### config.mk
export PLATFORM = sky130hd
export DESIGN_NAME = big_core_dmem_dma
export DESIGN_NICKNAME = d
export VERILOG_FILES = /design/src/rtl/big_core_pkg.sv /design/src/rtl/big_core_dma_rng_chk.sv /design/src/rtl/big_core_dmem_dma.sv
export SDC_FILE = /design/constraint.sdc
export NUM_CORES = 1
export LEC_CHECK = 0
export BUFFER_PORTS_ARGS = -buffer_cell sky130_fd_sc_hd__clkbuf_2
export CAP_MARGIN = 25
export CORE_ASPECT_RATIO = 1.4
export CORE_MARGIN = 3
export CORE_UTILIZATION = 43
export DETAILED_ROUTE_END_ITERATION = 10
export PLACE_DENSITY = 0.68
export SLEW_MARGIN = 20
export SYNTH_ARGS = -nofsm -noshare
export SYNTH_HDL_FRONTEND = slang
export SYNTH_SLANG_ARGS = --single-unit
### constraint.sdc
create_clock -name Clk -period 4.7 [get_ports Clk]
set_input_delay 0.94 -clock Clk [delete_from_list [all_inputs] [get_ports Clk]]
set_output_delay 0.94 -clock Clk [all_outputs]
set_load 0.05 [all_outputs]
### src/rtl/big_core_pkg.sv
// Shared big_core definitions used by the D_MEM DMA initiator.
// Contents: D_MEM region constants, DMA FSM state enum, the full-word byte
// enable, and a helper that tests one byte address against the D_MEM region.
package big_core_pkg;

  // Address bits that select a memory region, and the D_MEM window within them.
  localparam int unsigned MSB_REGION         = 31;
  localparam int unsigned LSB_REGION         = 0;
  localparam logic [31:0] D_MEM_REGION_FLOOR = 32'h0001_0000;
  localparam logic [31:0] D_MEM_REGION_ROOF  = 32'h0001_FFFF;

  // The DMA only moves whole words.
  localparam logic [3:0]  DMA_WORD_BYTEEN    = 4'b1111;

  typedef enum logic [1:0] {
    IDLE = 2'd0,
    RD   = 2'd1,
    WR   = 2'd2,
    DONE = 2'd3
  } dma_state_t;

  // True when the region bits of addr fall inside the D_MEM window.
  function automatic logic in_dmem_region(input logic [31:0] addr);
    logic [31:0] floor_v;
    logic [31:0] roof_v;
    floor_v = D_MEM_REGION_FLOOR;
    roof_v  = D_MEM_REGION_ROOF;
    return (addr[MSB_REGION:LSB_REGION] >= floor_v[MSB_REGION:LSB_REGION]) &&
           (addr[MSB_REGION:LSB_REGION] <= roof_v[MSB_REGION:LSB_REGION]);
  endfunction

endpackage

### src/rtl/big_core_dma_rng_chk.sv
// Combinational range check for one DMA burst.
// Ports:
//   start_addr : word-aligned byte address of the first word
//   len        : word count (must be non-zero for the result to mean anything)
//   pass_c     : 1 when first and last word both lie in D_MEM and the end
//                address does not wrap past 2^32
module big_core_dma_rng_chk
  import big_core_pkg::*;
#(
  parameter int unsigned LEN_W = 16
) (
  input  logic [31:0]      start_addr,
  input  logic [LEN_W-1:0] len,
  output logic             pass_c
);

  logic [LEN_W-1:0] len_m1;
  logic [32:0]      end_addr;

  // Last word address = start + 4*(len-1); bit 32 is the carry out.
  always_comb begin
    len_m1   = len - LEN_W'(1);
    end_addr = {1'b0, start_addr} + 33'({len_m1, 2'b00});
    pass_c   = !end_addr[32] &&
               in_dmem_region(start_addr) &&
               in_dmem_region(end_addr[31:0]);
  end

endmodule

### src/rtl/big_core_dmem_dma.sv
// Word-copy DMA initiator on the big_core D_MEM request port (Q103H request,
// Q104H response). Alternates read/write requests, shares the port with the
// core via DmaReq/DmaGnt, reports Done (pulse) and Err (sticky).
// Optional feature macro: BIG_CORE_DMA_FILL_EN enables fill mode (FillMode /
// FillData at Start write a constant pattern, 1 cycle/word, dst-only check).
// Ports:
//   Clk, Rst (async, active-low)
//   Start, SrcAddr, DstAddr, Len, FillMode, FillData : command
//   Busy, Done, Err                                  : status
//   DmaReq, DmaGnt                                   : port arbitration
//   DMem*Q103H out, DMemRdRspQ104H in                : D_MEM interface
// Strobes, address and write data are combinational so they can follow
// DmaGnt in the same cycle; all of them decode from registered state.
module big_core_dmem_dma
  import big_core_pkg::*;
#(
  parameter int unsigned LEN_W = 16
) (
  input  logic             Clk,
  input  logic             Rst,
  input  logic             Start,
  input  logic [31:0]      SrcAddr,
  input  logic [31:0]      DstAddr,
  input  logic [LEN_W-1:0] Len,
  input  logic             FillMode,
  input  logic [31:0]      FillData,
  output logic             Busy,
  output logic             Done,
  output logic             Err,
  output logic             DmaReq,
  input  logic             DmaGnt,
  output logic [31:0]      DMemAddressQ103H,
  output logic [31:0]      DMemWrDataQ103H,
  output logic [3:0]       DMemByteEnQ103H,
  output logic             DMemWrEnQ103H,
  output logic             DMemRdEnQ103H,
  input  logic [31:0]      DMemRdRspQ104H
);

  dma_state_t       state_q;
  dma_state_t       state_d;
  logic [31:0]      src_ptr_q;
  logic [31:0]      dst_ptr_q;
  logic [LEN_W-1:0] remaining_q;
  logic [31:0]      data_buf_q;
  logic             err_q;
  logic             rd_issued_q;
  logic             fill_q;
  logic [31:0]      fill_data_q;

  logic             src_pass_c;
  logic             dst_pass_c;
  logic             range_ok_c;
  logic             fill_sel_c;
  logic             len_zero_c;
  logic             start_ok_c;
  logic [31:0]      src_word_c;
  logic [31:0]      dst_word_c;

  assign src_word_c = {SrcAddr[31:2], 2'b00};
  assign dst_word_c = {DstAddr[31:2], 2'b00};
  assign len_zero_c = (Len == '0);
  assign start_ok_c = Start && (state_q == IDLE);

  big_core_dma_rng_chk #(.LEN_W(LEN_W)) u_src_chk (
    .start_addr (src_word_c),
    .len        (Len),
    .pass_c     (src_pass_c)
  );

  big_core_dma_rng_chk #(.LEN_W(LEN_W)) u_dst_chk (
    .start_addr (dst_word_c),
    .len        (Len),
    .pass_c     (dst_pass_c)
  );

`ifdef BIG_CORE_DMA_FILL_EN
  // Fill never reads, so only the destination has to be in range.
  assign fill_sel_c = FillMode;
  assign range_ok_c = dst_pass_c && (FillMode || src_pass_c);
`else
  logic unused_fill;
  assign unused_fill = ^{FillMode, FillData};
  assign fill_sel_c  = 1'b0;
  assign range_ok_c  = src_pass_c && dst_pass_c;
`endif

  // State register.
  always_ff @(posedge Clk or negedge Rst) begin
    if (!Rst) state_q <= IDLE;
    else      state_q <= state_d;
  end

  // Next-state logic.
  always_comb begin
    state_d = state_q;
    case (state_q)
      IDLE: begin
        if (Start) begin
          if (len_zero_c || !range_ok_c) state_d = DONE;
          else if (fill_sel_c)          state_d = WR;
          else                          state_d = RD;
        end
      end
      RD: begin
        if (DmaGnt) state_d = WR;
      end
      WR: begin
        if (DmaGnt) begin
          if (remaining_q == LEN_W'(1)) state_d = DONE;
          else if (fill_q)              state_d = WR;
          else                          state_d = RD;
        end
      end
      DONE:    state_d = IDLE;
      default: state_d = IDLE;
    endcase
  end

  // Output decode; strobes only ever fire with DmaGnt.
  always_comb begin
    Busy             = 1'b0;
    Done             = 1'b0;
    Err              = err_q;
    DmaReq           = 1'b0;
    DMemAddressQ103H = '0;
    DMemWrDataQ103H  = '0;
    DMemByteEnQ103H  = '0;
    DMemWrEnQ103H    = 1'b0;
    DMemRdEnQ103H    = 1'b0;
    case (state_q)
      RD: begin
        Busy   = 1'b1;
        DmaReq = 1'b1;
        if (DmaGnt) begin
          DMemRdEnQ103H    = 1'b1;
          DMemAddressQ103H = src_ptr_q;
        end
      end
      WR: begin
        Busy   = 1'b1;
        DmaReq = 1'b1;
        if (DmaGnt) begin
          DMemWrEnQ103H    = 1'b1;
          DMemAddressQ103H = dst_ptr_q;
          DMemByteEnQ103H  = DMA_WORD_BYTEEN;
          // Response is only on the bus in the first WR cycle; later cycles
          // use the copy captured into data_buf_q.
          if (fill_q)           DMemWrDataQ103H = fill_data_q;
          else if (rd_issued_q) DMemWrDataQ103H = DMemRdRspQ104H;
          else                  DMemWrDataQ103H = data_buf_q;
        end
      end
      DONE: begin
        Busy = 1'b1;
        Done = 1'b1;
      end
      default: ;
    endcase
  end

  // Command latch, pointers, word counter and read-data capture.
  always_ff @(posedge Clk or negedge Rst) begin
    if (!Rst) begin
      src_ptr_q   <= '0;
      dst_ptr_q   <= '0;
      remaining_q <= '0;
      data_buf_q  <= '0;
      err_q       <= 1'b0;
      rd_issued_q <= 1'b0;
      fill_q      <= 1'b0;
      fill_data_q <= '0;
    end else begin
      rd_issued_q <= (state_q == RD) && DmaGnt;
      if (rd_issued_q) data_buf_q <= DMemRdRspQ104H;
      if (start_ok_c) begin
        err_q       <= !len_zero_c && !range_ok_c;
        src_ptr_q   <= src_word_c;
        dst_ptr_q   <= dst_word_c;
        remaining_q <= Len;
        fill_q      <= fill_sel_c;
`ifdef BIG_CORE_DMA_FILL_EN
        fill_data_q <= FillData;
`else
        fill_data_q <= '0;
`endif
      end else if ((state_q == WR) && DmaGnt) begin
        src_ptr_q   <= src_ptr_q + 32'd4;
        dst_ptr_q   <= dst_ptr_q + 32'd4;
        remaining_q <= remaining_q - LEN_W'(1);
      end
    end
  end

endmodule

==> After elaboration in Yosys (flattened, before gate mapping) <==
Cells that the tools add are included.
{ "word_totals": {"out_inout_bits": 74, "reg_bits": 116, "word_cells": 78, "input_bits": 149} }
{ "op_classes": {"eq_ne": 7, "n_addsub": 6, "n_mux": 26, "n_reduce_logical": 24, "order_cmp": 8} }
{ "ops": {"columns": ["cell", "n"], "rows": [
  ["32-bit two-way mux", 9],
  ["32-bit by 17-bit >= comparator with 1-bit output, second input constant", 4],
  ["32-bit by 17-bit <= comparator with 1-bit output, second input constant", 4],
  ["32-bit by 18-bit adder with 33-bit output", 2],
  ["32-bit by 3-bit adder with 32-bit output, second input constant", 2],
  ["32-bit one-hot mux with 2 select lines", 1],
  ["16-bit two-way mux", 2],
  ["16-bit by 1-bit subtractor with 16-bit output, second input constant", 2],
  ["16-bit by 1-bit equality test with 1-bit output, second input constant", 1],
  ["16-bit logical NOT", 1],
  ["1-bit logical AND", 13],
  ["2-bit two-way mux", 5],
  ["4-bit two-way mux", 2],
  ["2-bit one-hot mux with 4 select lines", 1],
  ["1-bit two-way mux", 6],
  ["2-bit inequality test, second input constant", 3],
  ["2-bit equality test, second input constant", 2],
  ["1-bit logical NOT", 4],
  ["3-bit AND reduction", 1],
  ["3-bit OR reduction", 1],
  ["2-bit by 1-bit equality test with 1-bit output, second input constant", 1],
  ["2-bit logical NOT", 1],
  ["2-bit nonzero test", 1],
  ["2-bit OR reduction", 1],
  ["1-bit logical OR", 1]
]} }

==> Logic depth before layout (Yosys ltp) <==
Gate-level depths: netlist (run 1).
{ "logic_depth": {"word_depth": 11, "mapped_depth": 14, "depth_no_buf": 14} }

==> Modules after synthesis <==
Synthesis (run 1) repeated with hierarchy kept, for this count alone.
{ "unflattened": {"cells_unflattened": 948, "hier_area_um2": 8376.8} }
{ "by_module_without_submodules": {"columns": ["module", "seq_area_each_um2", "instances", "area_per_inst_um2", "cells_per_inst"], "rows": [
  ["big_core_dmem_dma", 2802.7, 1, 6658.9, 724],
  ["big_core_dma_rng_chk (u_dst_chk)", 0.0, 1, 890.9, 120],
  ["big_core_dma_rng_chk (u_src_chk)", 0.0, 1, 827.0, 104]
]} }

==> Worst setup path after synthesis (run 1) <==
No wires, ideal clock.
{ "synth_path": {"path_type": "input to register", "start": "input port Len[5]", "end": "register err_q, in the netlist Err", "t_required_ns": 4.567, "setup_time_ns": 0.133, "setup_slack_ns": 0.461, "path_buffers": 0, "stages": 13, "arrival_ns": 4.106, "path_cell_list": "or4_1 -> nor2_1 -> nand2_1 -> nor3_1 -> xor2_1 -> ha_1 -> a21oi_1 -> mux2i_1 -> o2111ai_1 -> or3_1 -> or4_1 -> nor4_2 -> a21oi_1"} }
{ "synth_between": {"elab_chain_len": 8, "elab_cells_between_ends": 20, "classes_between": "3 x add/sub; 4 x order compare; 13 x reduce/logical"} }
{ "synth_rtl": {"columns": ["element", "line_no", "text"], "rows": [
  ["from (decl)", "big_core_dmem_dma.sv:24", "input logic [LEN_W-1:0] Len,"],
  ["16-bit by 1-bit subtractor with 16-bit output", "big_core_dma_rng_chk.sv:22", "len_m1 = len - LEN_W'(1);"],
  ["32-bit by 18-bit adder with 33-bit output", "big_core_dma_rng_chk.sv:23", "end_addr = {1'b0, start_addr} + 33'({len_m1, 2'b00});"],
  ["32-bit by 17-bit >= comparator with 1-bit output (tied with other cells)", "big_core_pkg.sv:28", "return (addr[MSB_REGION:LSB_REGION] >= floor_v[MSB_REGION:LSB_REGION]) &&"],
  ["1-bit logical AND (on tied branches)", "big_core_pkg.sv:28, big_core_dma_rng_chk.sv:24", null],
  ["1-bit logical AND", "big_core_dma_rng_chk.sv:25", "in_dmem_region(start_addr) &&"],
  ["1-bit logical AND", "big_core_dmem_dma.sv:85", "assign range_ok_c = src_pass_c && dst_pass_c;"],
  ["1-bit logical NOT", "big_core_dmem_dma.sv:177", "err_q <= !len_zero_c && !range_ok_c;"],
  ["1-bit logical AND *", "big_core_dmem_dma.sv:177", null],
  ["to (signal assigned)", "big_core_dmem_dma.sv:177", null],
  ["to (decl)", "big_core_dmem_dma.sv:46", "logic err_q;"]
]} }
Mark *: on every way between the ends. The rest lies on a longest branch, timed or not.
A chain may end at the register's enable or synchronous reset.

==> Worst setup path after layout (run 1) <==
{ "layout_path": {"start": "input port Len[5]", "end": "register state_q[1]"} }
{ "layout_between": {"elab_chain_len": 11, "elab_cells_between_ends": 22, "classes_between": "3 x add/sub; 4 x order compare; 3 x mux; 12 x reduce/logical"} }
{ "layout_rtl": {"columns": ["element", "line_no", "text"], "rows": [
  ["16-bit by 1-bit subtractor with 16-bit output", "big_core_dma_rng_chk.sv:22", null],
  ["32-bit by 18-bit adder with 33-bit output", "big_core_dma_rng_chk.sv:23", null],
  ["32-bit by 17-bit >= comparator with 1-bit output (tied with other cells)", "big_core_pkg.sv:28", null],
  ["1-bit logical AND (on tied branches)", "big_core_pkg.sv:28, big_core_dma_rng_chk.sv:24", null],
  ["1-bit logical AND", "big_core_dma_rng_chk.sv:25", null],
  ["1-bit logical AND", "big_core_dmem_dma.sv:85", null],
  ["1-bit logical NOT", "big_core_dmem_dma.sv:100", "if (len_zero_c || !range_ok_c) state_d = DONE;"],
  ["1-bit logical OR *", "big_core_dmem_dma.sv:100", null],
  ["2-bit two-way mux *", "big_core_dmem_dma.sv:100", null],
  ["2-bit two-way mux *", "big_core_dmem_dma.sv:99", "if (Start) begin"],
  ["2-bit one-hot mux with 4 select lines *", "big_core_dmem_dma.sv:97", "case (state_q)"],
  ["to (signal assigned)", "big_core_dmem_dma.sv:91", "else state_q <= state_d;"],
  ["to (decl)", "big_core_dmem_dma.sv:40", "dma_state_t state_q;"]
]} }
Mark *: on every way between the ends. The rest lies on a longest branch, timed or not. The select of a mux whose other input is x is not followed.

==> flow_summary.json, run 1 <==
{
  "ys_seq_area_share_pct": 37.0,
  "ys.flop_type": "dfrtp_1",
  "yosysTopAreaCell": "dfrtp_1",
  "rows": 56,
  "clockRootBuffer": "clkbuf_16",
  "fin_setup_tns_ns": 0,
  "utilization_pct": 52.8,
  "die_y_um": 163,
  "cpMaxStageDelayCell": "or4_1",
  "synth_area_um2": 7580,
  "grt_use_total_pct": 21.6,
  "h-tree-depth": 3,
  "async_flop_share_pct": 100,
  "worstHoldPathType": "reg -> reg",
  "overflow": 0,
  "grt_max_degree": 58,
  "critPathKind": "in -> reg",
  "tightest_slew_ns": 0.923,
  "crit_path_start_kind": "input pin",
  "rrSetupSlack_ns": 1.49,
  "setup_viol": 0,
  "wire_per_inst_um": 16.7,
  "peakVddDrop_mv": 0.501,
  "cap_violations": 0,
  "synthDistinctLibCells": 60,
  "drt-initial-drc-count": 403,
  "worstPathMaxFanout": 4,
  "initial_core_util_pct": 44.5,
  "clock_latency_ns": 0.36,
  "p_sw_share_pct": 45.3,
  "layout.nets": 1214,
  "antenna_found_initial": 0,
  "path_delay_family": "simple AND/OR/NAND/NOR gates",
  "status": "finished, final reports clean",
  "syn-mean-instance-area_um2": 8.89,
  "ys_ff_latch": 112,
  "fmax_mhz": 240,
  "slew_violations": 0,
  "combPwrFrac_pct": 46.2,
  "grt_pass1_vias": 6693,
  "arrival_ns": 4.39,
  "fin_crit_sh_pct": 88.5,
  "ant_nets": 0,
  "cp_slowest_stage_delay_ns": 0.54,
  "synth_cells": 853,
  "clk_pin_slew_worst_paths_ns": 0.07,
  "power_frac_seq_pct": 38.1,
  "routed_wl_um": 21000,
  "reg2reg_depth": 12,
  "ios": 223,
  "cts_hold_buf": 0,
  "yosys_warnings": 0,
  "cts_resized": 0,
  "cts_sinks": 112,
  "synth_top_area_share_pct": 37.0,
  "cts_tree": "done",
  "clockPowerShare_pct": 15.7,
  "rsz0062_at_grt": "false",
  "cp_data_required_time_ns": 4.92,
  "endpoint_kind": "flip-flop",
  "routabilityCongestion": 0.933,
  "antennaDiodeCount": 0,
  "drive_gt1_share_pct": 24.7,
  "power_leakage_nw": 3.91,
  "synth.area.top_cells": "dfrtp_1 (37%), ha_1 (7.4%), nand2_1 (6.0%)",
  "fin_crit_ns": 4.16,
  "r2r-end": "dst_ptr_q[31]$_DFFE_PN0P_",
  "die_area_um2": 19300,
  "die_x_um": 118,
  "syn_to_final_growth_pct": 18.6,
  "path_cells": "clkbuf_2 > or4_1 > nor2_1 > nand2_1 > nor3_1 > xor2_1 > ha_1 > a211oi_1 > nor2_1 > o41ai_1 > o311ai_0 > xor2_1 > nor4_2 > a21oi_1",
  "fin_worst_skew_ns": 0.0120,
  "intPower_mw": 2.66,
  "min_from": "data_buf_q[30]$_DFF_PN0_",
  "viasPerCell": 5.45,
  "firstDrtPassIters": 5,
  "grt_first_pass_wirelength_um": 33200,
  "holdPathEnd": "data_buf_q[30]$_DFF_PN0_",
  "switchingPower_mw": 2.20,
  "reg2reg_from": "state_q[0]$_DFFE_PN0P_",
  "dp_hpwl_um": 16500,
  "io_buffers": 183,
  "clk_path_buf_depth": 2,
  "whs_path_depth": 1,
  "finalHoldViolations": 0,
  "post_cts_buffers": 0,
  "numCtsBuffers": 9,
  "synth_edf_count": 0,
  "core_area_um2": 17000,
  "drcViolationCount": 0,
  "crit_buf_inv": 1,
  "routed-via-count": 6834,
  "slew_headroom_pct": 38.5,
  "powerDensity_nw_per_um2": 540
}
through the flow:
step | setup slack (ns) | area [µm²] | power, mW | hold WS, ns | instances
after floorplan | 0.461 | 7590 | 3.51 | 0.467 | 854
after global placement | 0.205 | 8710 | 4.05 | 0.473 | 1239
after detailed placement | 0.165 | 8710 | 4.11 | 0.480 | 1239
after CTS | 0.542 | 8990 | 4.88 | 0.498 | 1255
after global routing | 0.227 | 8990 | 5.20 | 0.509 | 1255
final | 0.540 | 8990 | 4.85 | 0.492 | 1255
power by group through the flow:
stage	combinational [mW]	clock, mW	sequential, mW
after global routing	2.46	0.820	1.92
after CTS	2.26	0.785	1.84
after detailed placement	2.25	0	1.86
after floorplan	1.79	0	1.73
final	2.24	0.760	1.85
after global placement	2.21	0	1.84
cell type report:
cell class,instances,area (µm²)
sequential,112,2800
clock buffer,13,260
multi-input combinational,683,4540
clock inverter,3,25.0
fill,1642,8030
tap,232,290
timing repair buffer,194,1000
inverter,18,67.6
layer usage:
metal	up-vias	global-route usage, %	share of wire [%]
met5	-	0	0
met4	0	12.6	4.9
met3	58	3.43	5.1
met2	230	36.9	49
met1	3232	25.7	41
li1	3314	-	-
kinds of logic (layout without fill, tap and decap cells):
logic type,Yosys count,after routing,share of synthesized area [%]
DFF,112,112,37.0
muxes,36,36,5.28
other,1,2,0.0494
and+or+nand+nor,343,343,23.2
AOI/OAI and AO/OA,168,168,13.3
adders and majority gates,47,47,7.95
buffers and inverters,59,228,3.22
xor gates and xnor gates,87,87,10.0
worst max-delay path by stage:
stage	startpoint	to	slack, ns	cells after the start
2_1_floorplan	Len[5]	Err$_DFFE_PN0P_	0.46	13
3_3_place_gp	Len[5]	state_q[1]$_DFFE_PN0P_	0.20	14
3_5_place_dp	Len[5]	state_q[1]$_DFFE_PN0P_	0.16	14
4_1_cts	Len[5]	state_q[1]$_DFFE_PN0P_	0.54	14
5_1_grt	Len[5]	state_q[1]$_DFFE_PN0P_	0.23	14
6_report	Len[5]	state_q[1]$_DFFE_PN0P_	0.54	14
flip-flops by register name (all words and copies together) (netlist names):
name,cells
dst_ptr_q,30
Err,1
rd_issued_q,1
src_ptr_q,30
data_buf_q,32
remaining_q,16
state_q,2
cells in the mapped netlist, types with 6 or more instances:
master / instances
a21oi_1: 20
dfrtp_1: 112
and3_1: 15
buf_4: 6
nor2b_1: 30
a22oi_1: 31
mux2_2: 32
nand3_1: 36
nor3_1: 14
nor4_1: 13
nand4_1: 12
nor2_1: 39
xnor2_1: 40
o21ai_0: 65
ha_1: 45
o21ai_1: 19
nand2_1: 121
clkbuf_1: 30
and2_1: 35
inv_1: 17
xor2_1: 47
cells in the final DEF, fill, tap and decap left out, types with 13 or more instances in the layout:
cell      Yosys  routed
nor3_1       14      14
ha_1         45      45
xor2_1       47      47
and2_1       35      35
xnor2_1      40      40
dfrtp_1     112     111
nor2_1       39      39
nand3_1      36      36
nand2_1     121     121
nor2b_1      30      30
and3_1       15      15
o21ai_0      65      65
clkbuf_2      0     182
mux2_2       32      32
inv_1        17      17
o21ai_1      19      19
a21oi_1      20      20
nor4_1       13      13
a22oi_1      31      31
No activity file was read; power rests on OpenSTA's default activity.
==> inputs of run 2 (changes only) <==
Settings changed: CTS_BUF_LIST set to sky130_fd_sc_hd__clkbuf_8 sky130_fd_sc_hd__clkbuf_16.
==> run 2 against run 1 <==
  * Wire length decreased by 0.23%
  * Worst setup slack about the same
  * Fmax about the same
  * Count of clock-buffer cells in the layout is 2 lower
  * Cell area unchanged
  * Global-route usage is the same
  * Combinational power about the same
  * Hold slack about the same
  * Via count barely moved
==> flow_summary.json, run 2 (synthesis results as in run 1) <==
{
  "cp_slowest_stage_delay_ns": 0.54,
  "mostFrequentLayoutCell": "clkbuf_2",
  "path_cells": "clkbuf_2 > or4_1 > nor2_1 > nand2_1 > nor3_1 > xor2_1 > ha_1 > a211oi_1 > nor2_1 > o41ai_1 > o311ai_0 > xor2_1 > nor4_2 > a21oi_1",
  "drive_gt1_share_pct": 24.7,
  "regMostFlops": "data_buf_q",
  "top_regs": "data_buf_q x32, dst_ptr_q x30, src_ptr_q x30",
  "syn_to_final_growth_pct": 18.6,
  "initial_core_util_pct": 44.5,
  "core_area_um2": 17000,
  "die_x_um": 118,
  "io_buffers": 183,
  "die_y_um": 163,
  "worstHoldPathType": "reg -> reg",
  "fin_worst_skew_ns": 0.0119,
  "grt_pass1_vias": 6693,
  "clock_latency_ns": 0.36,
  "final_cell_mix": "clkbuf_2 (182), nand2_1 (121), dfrtp_1 (111), o21ai_0 (65), xor2_1 (47)",
  "routed-via-count": 6828,
  "fin_crit_ns": 4.16,
  "cp_data_required_time_ns": 4.92,
  "dp_hpwl_um": 16500,
  "tightest_slew_ns": 0.920,
  "cap_violations": 0,
  "fin_crit_sh_pct": 88.5,
  "cpMaxStageDelayCell": "or4_1",
  "powerDensity_nw_per_um2": 539,
  "grt_use_total_pct": 21.6,
  "cts_hold_buf": 0,
  "cts_resized": 0,
  "numCtsBuffers": 9,
  "rows": 56,
  "clk_pin_slew_worst_paths_ns": 0.07,
  "min_from": "data_buf_q[30]$_DFF_PN0_",
  "finalHoldViolations": 0,
  "routabilityCongestion": 0.933,
  "h-tree-depth": 3,
  "worstPathMaxFanout": 4,
  "setup_viol": 0,
  "fin_setup_tns_ns": 0,
  "routed_wl_um": 20900,
  "antenna_found_initial": 0,
  "layout.nets": 1214,
  "cp-startpoint": "Len[5]",
  "critPathKind": "in -> reg",
  "firstDrtPassIters": 5,
  "largest_register_ffs": 32,
  "drcViolationCount": 0,
  "drt-initial-drc-count": 424,
  "fmax_mhz": 240,
  "clockRootBuffer": "clkbuf_16",
  "slew_violations": 0,
  "ios": 223,
  "rsz0062_at_grt": "false",
  "peakVddDrop_mv": 0.501,
  "grt_first_pass_wirelength_um": 33200,
  "power_mw": 4.85,
  "crit_path_start_kind": "input pin",
  "reg2reg_from": "state_q[0]$_DFFE_PN0P_",
  "overflow": 0,
  "power_leakage_nw": 3.92,
  "ant_nets": 0,
  "clk_path_buf_depth": 2,
  "cts_tree": "done",
  "endpoint_kind": "flip-flop",
  "arrival_ns": 4.39,
  "wire_per_inst_um": 16.7,
  "die_area_um2": 19300,
  "cts_sinks": 112,
  "slew_headroom_pct": 38.7,
  "status": "finished, final reports clean",
  "antennaDiodeCount": 0,
  "grt_max_degree": 58,
  "post_cts_buffers": 0,
  "viasPerCell": 5.44
}
==> run 2: cell count changes in the layout (fill, tap and decap cells not counted) <==
cell | previous run | this run
clkbuf_1 | 2 | 0
inv_1 | 17 | 19
==> run 2: layer usage <==
layer,routed length (µm),global-route usage [%]
met1,8580,25.7
met2,10200,36.9
met4,1030,12.6
met3,1110,3.43
met5,0,0
==> run 2: final timing paths <==
check | to | slack (ns) | cells past startpoint
setup / recovery | state_q[1]$_DFFE_PN0P_ | 0.54 | 14
hold / removal | data_buf_q[30]$_DFF_PN0_ | 0.49 | 1
setup reg to reg | dst_ptr_q[31]$_DFFE_PN0P_ | 1.50 | 12
hold reg to reg | data_buf_q[30]$_DFF_PN0_ | 0.49 | 1
max in group asynchronous | dst_ptr_q[30]$_DFFE_PN0P_ | 3.17 | 2
min in group asynchronous | src_ptr_q[2]$_DFFE_PN0P_ | 0.64 | 1
==> run 2: metrics by stage <==
step                utilization [%]  instance area, µm²  setup WS, ns  hold slack [ns]  instances
global route                   52.8                8990         0.227            0.509       1255
CTS                            52.8                8990         0.542            0.499       1255
global placement               51.1                8710         0.205            0.473       1239
floorplan                         -                7590         0.461            0.467        854
finish                         52.8                8990         0.539            0.492       1255
detailed placement             51.1                8710         0.165            0.480       1239
==> run 2: power breakdown <==
group,switching (mW),total [mW],internal [mW],leakage (nW)
Sequential,0.431,1.85,1.42,1.37
Combinational,1.40,2.24,0.842,2.40
Clock,0.366,0.756,0.390,0.145
==> run 2: layout make-up <==
| cell class | instances | area, µm² |
|---|---|---|
| fillers | 1642 | 8030 |
| multi-input cells | 683 | 4540 |
| flip-flops and latches | 112 | 2800 |
| repair buffers | 194 | 1000 |
| well taps | 232 | 290 |
| clock buffers | 11 | 253 |
| inverters | 18 | 67.6 |
| clock inverters | 5 | 32.5 |
==> run 2: critical path: cells and delay by family <==
kind            cells  cell delay (ns)
fa+ha+maj           1             0.31
compound gates      4             0.90
simple gates        6             1.56
xor+xnor            2             0.57
buf+inv             1             0.11
==> inputs of run 3 (changes only) <==
Settings changed: CTS_BUF_LIST sky130_fd_sc_hd__clkbuf_8 sky130_fd_sc_hd__clkbuf_16 to sky130_fd_sc_hd__clkbuf_2.
==> run 3 against run 2 <==
  * Total power is 7.3% lower
  * Cell count hardly changed
  * Die area stayed put
  * Sequential share of layout area is 0.69 points higher
  * First-iteration DRC count is 17% lower
  * Largest cell class unchanged
  * Combinational power hardly changed
  * Fmax is 3.3% higher
  * Via count is 0.37% lower
  * Utilization is 1.1 points lower
  * Hold slack worse by 0.19 ns
==> flow_summary.json, run 3 (synthesis results as in run 1) <==
{
  "status": "finished, final reports clean",
  "die_x_um": 118,
  "p_sw_share_pct": 48.2,
  "die_area_um2": 19300,
  "routed-via-count": 6803,
  "numCtsBuffers": 9,
  "stdcell_count": 1256,
  "tightest_slew_ns": 0.886,
  "clockPowerShare_pct": 9.1,
  "cp_data_required_time_ns": 3.76,
  "stdcell_area_um2": 8800,
  "clock_latency_ns": 0.64,
  "finalHoldViolations": 0,
  "cap_violations": 0,
  "arrival_ns": 3.09,
  "cp_slowest_stage_delay_ns": 0.55,
  "cts_hold_buf": 0,
  "endpoint_kind": "output port",
  "core_area_um2": 17000,
  "fin_setup_tns_ns": 0,
  "drcViolationCount": 0,
  "cts_tree": "done",
  "ant_nets": 0,
  "clk_path_buf_depth": 2,
  "drt-initial-drc-count": 351,
  "slew_headroom_pct": 41.0,
  "switchingPower_mw": 2.16,
  "rows": 56,
  "antenna_found_initial": 1,
  "fin_crit_sh_pct": 85.7,
  "io_buffers": 183,
  "fillers": 1664,
  "reg2reg_depth": 12,
  "combPwrFrac_pct": 49.8,
  "mostFrequentLayoutCell": "clkbuf_2",
  "viasPerCell": 5.42,
  "slew_violations": 0,
  "h-tree-depth": 3,
  "syn_to_final_growth_pct": 16.0,
  "ios": 223,
  "worstPathMaxFanout": 37,
  "rsz0062_at_grt": "false",
  "powerDensity_nw_per_um2": 511,
  "critPathKind": "reg -> out",
  "layout.nets": 1214,
  "fin_worst_skew_ns": 0.0399,
  "grt_first_pass_wirelength_um": 33100,
  "power_leakage_nw": 3.83,
  "routabilityCongestion": 0.933,
  "worstHoldPathType": "in -> async",
  "critPathMostFrequentCell": "buf_4",
  "initial_core_util_pct": 44.5,
  "final_cell_mix": "clkbuf_2 (193), nand2_1 (121), dfrtp_1 (111), o21ai_0 (65), xor2_1 (47)",
  "power_frac_seq_pct": 41.0,
  "dp.cells": 1239,
  "setup_viol": 0,
  "fin_crit_ns": 4.03,
  "regMostFlops": "data_buf_q",
  "post_cts_buffers": 0,
  "firstDrtPassIters": 6,
  "path_cells": "inv_1 > ha_1 > buf_4 > nand2_2 > inv_2 > buf_4 > and2_1 > clkbuf_2",
  "crit_path_start_kind": "flip-flop",
  "top_regs": "data_buf_q x32, dst_ptr_q x30, src_ptr_q x30",
  "wire_per_inst_um": 16.6,
  "cpMaxStageDelayCell": "inv_2",
  "utilization_pct": 51.7,
  "grt_pass1_vias": 6663,
  "overflow": 0,
  "clockRootBuffer": "clkbuf_2",
  "intPower_mw": 2.33,
  "grt_use_total_pct": 21.5,
  "dpl_cell_area_um2": 8710,
  "drive_gt1_share_pct": 24.7,
  "dp_hpwl_um": 16500,
  "clk_pin_slew_worst_paths_ns": 0.32,
  "largest_register_ffs": 32,
  "peakVddDrop_mv": 0.504,
  "cts_sinks": 112,
  "power_mw": 4.49,
  "cts_resized": 0,
  "die_y_um": 163,
  "grt_max_degree": 58,
  "routed_wl_um": 20900,
  "fmax_mhz": 248
}
[run 3: critical path: cells and delay by family, from the launching register on]
kind	cells	cell delay [ns]
flops	1	0.47
fa+ha+maj	1	0.16
simple gates	2	0.30
buf+inv	5	1.52
[run 3: layer usage]
layer  vias up  global-route usage, %  share of wire (%)
met3        51                   3.12                5.3
met1      3210                   25.7                 41
met4         0                   11.4                4.3
met5         -                      0                  0
li1       3316                      -                  -
met2       226                   37.4                 49
[run 3: cell type report]
type / instances / area, µm² / area share, %
Antenna cell: 1 / 2.50 / 0.0284
Clock buffer: 11 / 55.1 / 0.626
Clock inverter: 5 / 32.5 / 0.370
Inverter: 18 / 67.6 / 0.768
Multi-Input combinational cell: 683 / 4540 / 51.7
Sequential cell: 112 / 2800 / 31.9
Tap cell: 232 / 290 / 3.30
Timing Repair Buffer: 194 / 1000 / 11.4
[run 3: final timing paths]
check / start / end / slack [ns]
worst min-delay path: Rst / src_ptr_q[3]$_DFFE_PN0P_ / 0.30
worst max-delay path: state_q[0]$_DFFE_PN0P_ / DMemWrDataQ103H[21] / 0.67
worst max register to register: state_q[0]$_DFFE_PN0P_ / dst_ptr_q[31]$_DFFE_PN0P_ / 1.45
worst min register to register: data_buf_q[30]$_DFF_PN0_ / data_buf_q[30]$_DFF_PN0_ / 0.53
max in group asynchronous: Rst / dst_ptr_q[30]$_DFFE_PN0P_ / 3.47
min in group Clk: SrcAddr[25] / src_ptr_q[25]$_DFFE_PN0P_ / 0.49
[run 3: power groups by stage]
stage                     Combinational (mW)  Clock (mW)  Sequential [mW]
final                                   2.24       0.410             1.84
after global routing                    2.46       0.462             1.91
after CTS                               2.26       0.430             1.83
after detailed placement                2.25           0             1.86
after global placement                  2.21           0             1.84
after floorplan                         1.79           0             1.73
[run 3: metrics by stage]
stage | hold slack [ns] | setup slack [ns]
2_1_floorplan | 0.467 | 0.461
3_3_place_gp | 0.473 | 0.205
3_5_place_dp | 0.480 | 0.165
4_1_cts | 0.282 | 0.622
5_1_grt | 0.313 | 0.451
6_report | 0.298 | 0.671
